**src/rtl/chroni_vram_fetch.sv**
```systemverilog
// chroni_vram_fetch: burst fetch of up to 256 VRAM bytes over a four-phase
// rd_req/rd_ack handshake into a show-ahead FIFO read by the display pipeline.
// Optional macro FETCH_TIMEOUT_EN adds a per-phase watchdog that aborts a stuck burst.
module chroni_vram_fetch #(
  parameter int FIFO_DEPTH     = 16,
  parameter int TIMEOUT_CYCLES = 255
) (
  input  logic                          CLK_200,
  input  logic                          reset_n,
  input  logic                          start,
  input  logic [7:0]                    page_in,
  input  logic [13:0]                   base_in,
  input  logic [8:0]                    len_in,
  output logic                          busy,
  output logic                          done,
  output logic                          err,
  output logic                          rd_req,
  output logic [13:0]                   addr_out,
  output logic [7:0]                    addr_out_page,
  input  logic [7:0]                    data_in,
  input  logic                          rd_ack,
  input  logic                          pop,
  output logic [7:0]                    fifo_data,
  output logic                          fifo_empty,
  output logic [$clog2(FIFO_DEPTH):0]   fifo_level
);

  localparam int AW = $clog2(FIFO_DEPTH);
  localparam logic [AW:0] FULL_LEVEL = (AW + 1)'(FIFO_DEPTH);

  typedef enum logic [1:0] {IDLE, REQ, RELEASE, WAIT_SPACE} state_t;

  state_t        state;
  logic [8:0]    len_r;
  logic [8:0]    cnt;
  logic [7:0]    mem [FIFO_DEPTH];
  logic [AW-1:0] wr_ptr;
  logic [AW-1:0] rd_ptr;
  logic          push;
  logic          pop_ok;
  logic          flush;
  logic          tmo_hit;

  // A byte is captured on the first acknowledged cycle of a request phase.
  assign push       = (state == REQ) && rd_ack;
  // Pops against an empty FIFO are dropped.
  assign pop_ok     = pop && (fifo_level != '0);
  // Any accepted start (including len 0) discards stale FIFO contents.
  assign flush      = (state == IDLE) && start;
  assign fifo_empty = (fifo_level == '0);
  assign fifo_data  = mem[rd_ptr];

  // Burst sequencer: request, wait for ack release, then check FIFO space.
  always_ff @(posedge CLK_200) begin
    if (!reset_n) begin
      state         <= IDLE;
      busy          <= 1'b0;
      done          <= 1'b0;
      rd_req        <= 1'b0;
      addr_out      <= '0;
      addr_out_page <= '0;
      len_r         <= '0;
      cnt           <= '0;
    end else begin
      done <= 1'b0;
      case (state)
        IDLE: begin
          if (start) begin
            addr_out      <= base_in;
            addr_out_page <= page_in;
            len_r         <= len_in;
            cnt           <= '0;
            if (len_in == 9'd0) begin
              done <= 1'b1;
            end else begin
              busy  <= 1'b1;
              state <= WAIT_SPACE;
            end
          end
        end
        WAIT_SPACE: begin
          if (fifo_level < FULL_LEVEL) begin
            rd_req <= 1'b1;
            state  <= REQ;
          end
        end
        REQ: begin
          if (rd_ack) begin
            rd_req <= 1'b0;
            state  <= RELEASE;
          end else if (tmo_hit) begin
            rd_req <= 1'b0;
            busy   <= 1'b0;
            state  <= IDLE;
          end
        end
        RELEASE: begin
          if (!rd_ack) begin
            cnt      <= cnt + 9'd1;
            // 14-bit wrap; the page register is never touched mid-burst.
            addr_out <= addr_out + 14'd1;
            if ((cnt + 9'd1) < len_r) begin
              state <= WAIT_SPACE;
            end else begin
              state <= IDLE;
              busy  <= 1'b0;
              done  <= 1'b1;
            end
          end else if (tmo_hit) begin
            busy  <= 1'b0;
            state <= IDLE;
          end
        end
        default: state <= IDLE;
      endcase
    end
  end

  // FIFO pointers and level; flush wins over a coincident pop.
  always_ff @(posedge CLK_200) begin
    if (!reset_n || flush) begin
      wr_ptr     <= '0;
      rd_ptr     <= '0;
      fifo_level <= '0;
    end else begin
      if (push) begin
        wr_ptr <= wr_ptr + AW'(1);
      end
      if (pop_ok) begin
        rd_ptr <= rd_ptr + AW'(1);
      end
      case ({push, pop_ok})
        2'b10:   fifo_level <= fifo_level + (AW + 1)'(1);
        2'b01:   fifo_level <= fifo_level - (AW + 1)'(1);
        default: fifo_level <= fifo_level;
      endcase
    end
  end

  // FIFO storage write; no reset needed since the level gates every read.
  always_ff @(posedge CLK_200) begin
    if (push) begin
      mem[wr_ptr] <= data_in;
    end
  end

`ifdef FETCH_TIMEOUT_EN
  localparam int TW = (TIMEOUT_CYCLES > 1) ? $clog2(TIMEOUT_CYCLES) : 1;

  logic [TW-1:0] tcnt;
  logic          err_q;

  // Fires on the last allowed cycle of a phase that is still waiting on the responder.
  assign tmo_hit = ((state == REQ && !rd_ack) || (state == RELEASE && rd_ack)) &&
                   (tcnt == TW'(TIMEOUT_CYCLES - 1));
  assign err     = err_q;

  // Per-phase watchdog: zero outside REQ/RELEASE and on every phase entry.
  always_ff @(posedge CLK_200) begin
    if (!reset_n) begin
      tcnt  <= '0;
      err_q <= 1'b0;
    end else begin
      err_q <= tmo_hit;
      if (tmo_hit || state == IDLE || state == WAIT_SPACE || push ||
          (state == RELEASE && !rd_ack)) begin
        tcnt <= '0;
      end else begin
        tcnt <= tcnt + TW'(1);
      end
    end
  end
`else
  localparam int timeout_unused = TIMEOUT_CYCLES;

  assign tmo_hit = 1'b0;
  assign err     = 1'b0;
`endif

endmodule

```
**config.mk**
```make
export PLATFORM = sky130hd
export DESIGN_NAME = chroni_vram_fetch
export DESIGN_NICKNAME = d
export VERILOG_FILES = /design/src/rtl/chroni_vram_fetch.sv
export SDC_FILE = /design/constraint.sdc
export NUM_CORES = 1
export LEC_CHECK = 0
export CAP_MARGIN = 30
export CORE_ASPECT_RATIO = 1.75
export CORE_UTILIZATION = 35
export DETAILED_ROUTE_END_ITERATION = 10
export GPL_ROUTABILITY_DRIVEN = 0
export GPL_TIMING_DRIVEN = 0
export HOLD_SLACK_MARGIN = 0.12
export PLACE_DENSITY = 0.54
export REMOVE_ABC_BUFFERS = 1
export SYNTH_ARGS = -nofsm -noshare
export SYNTH_HDL_FRONTEND = slang
export SYNTH_SLANG_ARGS = --single-unit
```
**constraint.sdc**
```tcl
create_clock -name CLK_200 -period 5.79 [get_ports CLK_200]
set_input_delay 1.158 -clock CLK_200 [delete_from_list [all_inputs] [get_ports CLK_200]]
set_output_delay 1.158 -clock CLK_200 [all_outputs]
set_load 0.05 [all_outputs]
```
==> results of run 1 <==
-- flip-flops by register name, summed over array words and instances (netlist names), named ones only --
name,cells
len_r,9
state,2
busy,1
wr_ptr,4
cnt,9
done,1
rd_ptr,4
addr_out,14
fifo_level,5
mem,128
addr_out_page,8
rd_req,1
-- cells in the mapped netlist, types with 7 or more instances --
cell	n	area, sq um
a21boi_0	20	150
a21oi_1	30	150
and2_1	22	138
and3_1	7	43.8
clkbuf_1	15	56.3
dfxtp_1	62	1240
edfxtp_1	128	3840
ha_1	19	238
inv_1	12	45.0
mux4_1	28	736
mux4_2	12	270
nand2_1	62	233
nand3_1	13	65.1
nor2_1	33	124
nor2b_1	8	50.1
o21ai_0	20	100
xor2_1	10	87.6
-- power by group --
| group | internal (uW) | total, uW | switching [uW] |
|---|---|---|---|
| clock | 633 | 1140 | 505 |
| sequential | 1530 | 1620 | 95.4 |
| combinational | 327 | 873 | 546 |
| total | 2490 | 3630 | 1150 |
-- worst register-to-register path, delay by kind of cell (launching register included) --
family	cells	cell delay, ps
buffers and inverters	1	190
AO/OA/AOI/OAI	3	480
adder cells (fa/ha/maj)	2	770
AND/OR/NAND/NOR	3	720
XOR/XNOR	1	90
flip-flops	1	670
-- per-stage QoR --
step	hold WS [ps]	util (%)	std cells	setup WS [ps]	cell area, sq um
floorplan	443	-	565	2190	8120
global placement	458	40.1	951	956	9320
detailed placement	462	40.3	954	1800	9360
CTS	471	42.7	986	1560	9920
global route	494	42.7	986	1550	9920
finish	468	42.7	986	1630	9920
-- layer usage --
layer	up-vias	wire length (um)	GRT usage (%)
met3	22	681	3.58
met1	2510	7050	16.4
met4	0	323	6.50
met5	-	0	0
met2	113	10700	31.8
li1	2405	-	-
-- cell families after synthesis --
group / share of synthesized area (%)
adders and majority gates: 3.11
muxes: 13.0
xor gates and xnor gates: 1.69
buffers and inverters: 2.42
AOI/OAI and AO/OA: 7.66
and+or+nand+nor: 10.6
other: 0.0453
DFF: 61.4
-- final cells by class --
cell class / instances / area share [%]
sequential: 190 / 51.3
multi-input combinational: 363 / 30.1
timing repair buffer: 85 / 8.57
clock buffer: 17 / 4.29
tap: 304 / 3.83
clock inverter: 15 / 1.44
inverter: 12 / 0.454
-- path summary, 6_finish.rpt --
check | slack (ps) | endpoint | startpoint
min | 470 | addr_out_page[1]$_SDFFE_PN0P_ | addr_out_page[1]$_SDFFE_PN0P_
max | 1630 | fifo_data[7] | flop
max reg2reg | 2790 | fifo_level[4]$_SDFFE_PP0P_ | state[0]$_SDFFE_PN0P_
min reg2reg | 470 | addr_out_page[1]$_SDFFE_PN0P_ | addr_out_page[1]$_SDFFE_PN0P_
==> out/metrics.cfg, run 1 <==
[run_status]
outcome = finished, violations left
violations = design-rule violations

[clock_network]
clock_path_buffers = 2
cts-resized-gates = 0
cts_sinks = 190
cts_tree = yes
clock_latency_ps = 430
cts-root-buf = clkbuf_16
holdBufCountCts = 0
clk_pin_slew_ps = 60
cts_buffers = 17
cts_setup_buffers = 0
h-tree-depth = 4

[timing]
hold_viol_final = 0
setup_viol = 0
clock.fmax_mhz = 240
worst_slew_pin_slew_ps = 1030
grt_setup_unrepaired = false
fin_crit_sh_pct = 71.9
skew_ps = 10.8
slew_viol_final = 0
period_minus_slack_ps = 4160
slew_headroom_pct = 31.2
fin_tns_setup_ps = 0

[yosys]
yosys_most_used_dff = edfxtp_1
syn-mean-instance-area_sq_um = 13.9
synth_edf_count = 128
yosysWarnings = 0
mappedNetlistArea_sq_um = 8280
synth_cell_type_count = 52
yosysSeqAreaShare_pct = 61.4
ys_async_sr_fraction_pct = 0
syn_inst = 595
synth-seq-cells = 190

[floorplan]
die_y_um = 205
num_io_pins = 84
rows = 74
start_util_pct = 35.6
dieArea_sq_um = 24300
coreArea_sq_um = 23200
die-width_um = 118

[routing]
drtIter0Drc = 281
drt-pass1-iter-count = 7
via_count = 5050
routedWlPerCell_um = 19.0
viasPerCell = 5.12
drc_errors = 1
wirelength_um = 18700
ant_nets = 0

[critical_path]
path_max_fanout = 26
path_cells = buf_12 -> mux4_1 -> mux4_2 -> clkdlybuf4s50_1
crit_type = flop to output pin
worstSetupStartpointType = flop
required_ps = 4630
cp_top_family = multiplexers
worst_path_max_delay_cell = clkdlybuf4s50_1
cp_num_cells = 4
crit_buf_inv = 2
r2r_cells = 10
crit_path_max_incr_delay_ps = 720
end_kind = output pin
critPathArrivalTime_ps = 3000

[power]
power_uw = 3630
leakage_uw = 0.00336
p_per_area_nw_per_um2 = 366
vdd_drop_max_uv = 215

[grt]
grt_pass1_vias = 5300
grt_use_total_pct = 16.3
grt_pass1_wl_um = 29200
grt_antenna_before_repair = 0
gr-total-overflow = 0
grt_max_degree = 55

[hold_path]
worstHoldPathType = flop to flop
hold_depth = 2

[layout]
layout_common_cells = edfxtp_1, clkdlybuf4s50_1, nand2_1
multi_input_area_sq_um = 2990
diodes = 0
fillCellCount = 2108
mostFrequentLayoutCell = edfxtp_1
seq_area_sq_um = 5090
synthToLayoutAreaGrowth_pct = 19.9
nets = 733
drive_above_1_share_pct = 8.50

[place]
dpl.hpwl_um = 12700
io_buffer_count = 82

[job]
maxCapViolations = 0

Power figures use the tool's default switching activity.
==> run 2: changes to the inputs <==
clock period = 3.87 ns   (was 5.79 ns; I/O delays follow)
==> results of run 2 <==
The final DEF is identical to that of run 1. Status: finished, violations left: design-rule violations.
Main changes from that run: setup slack after placement 1800 ps -> 260 ps; setup slack after layout 1630 ps -> 92.1 ps; register-to-register setup slack 2790 ps -> 870 ps; total power 3630 uW -> 5430 uW; worst IR drop on VDD 215 uV -> 322 uV
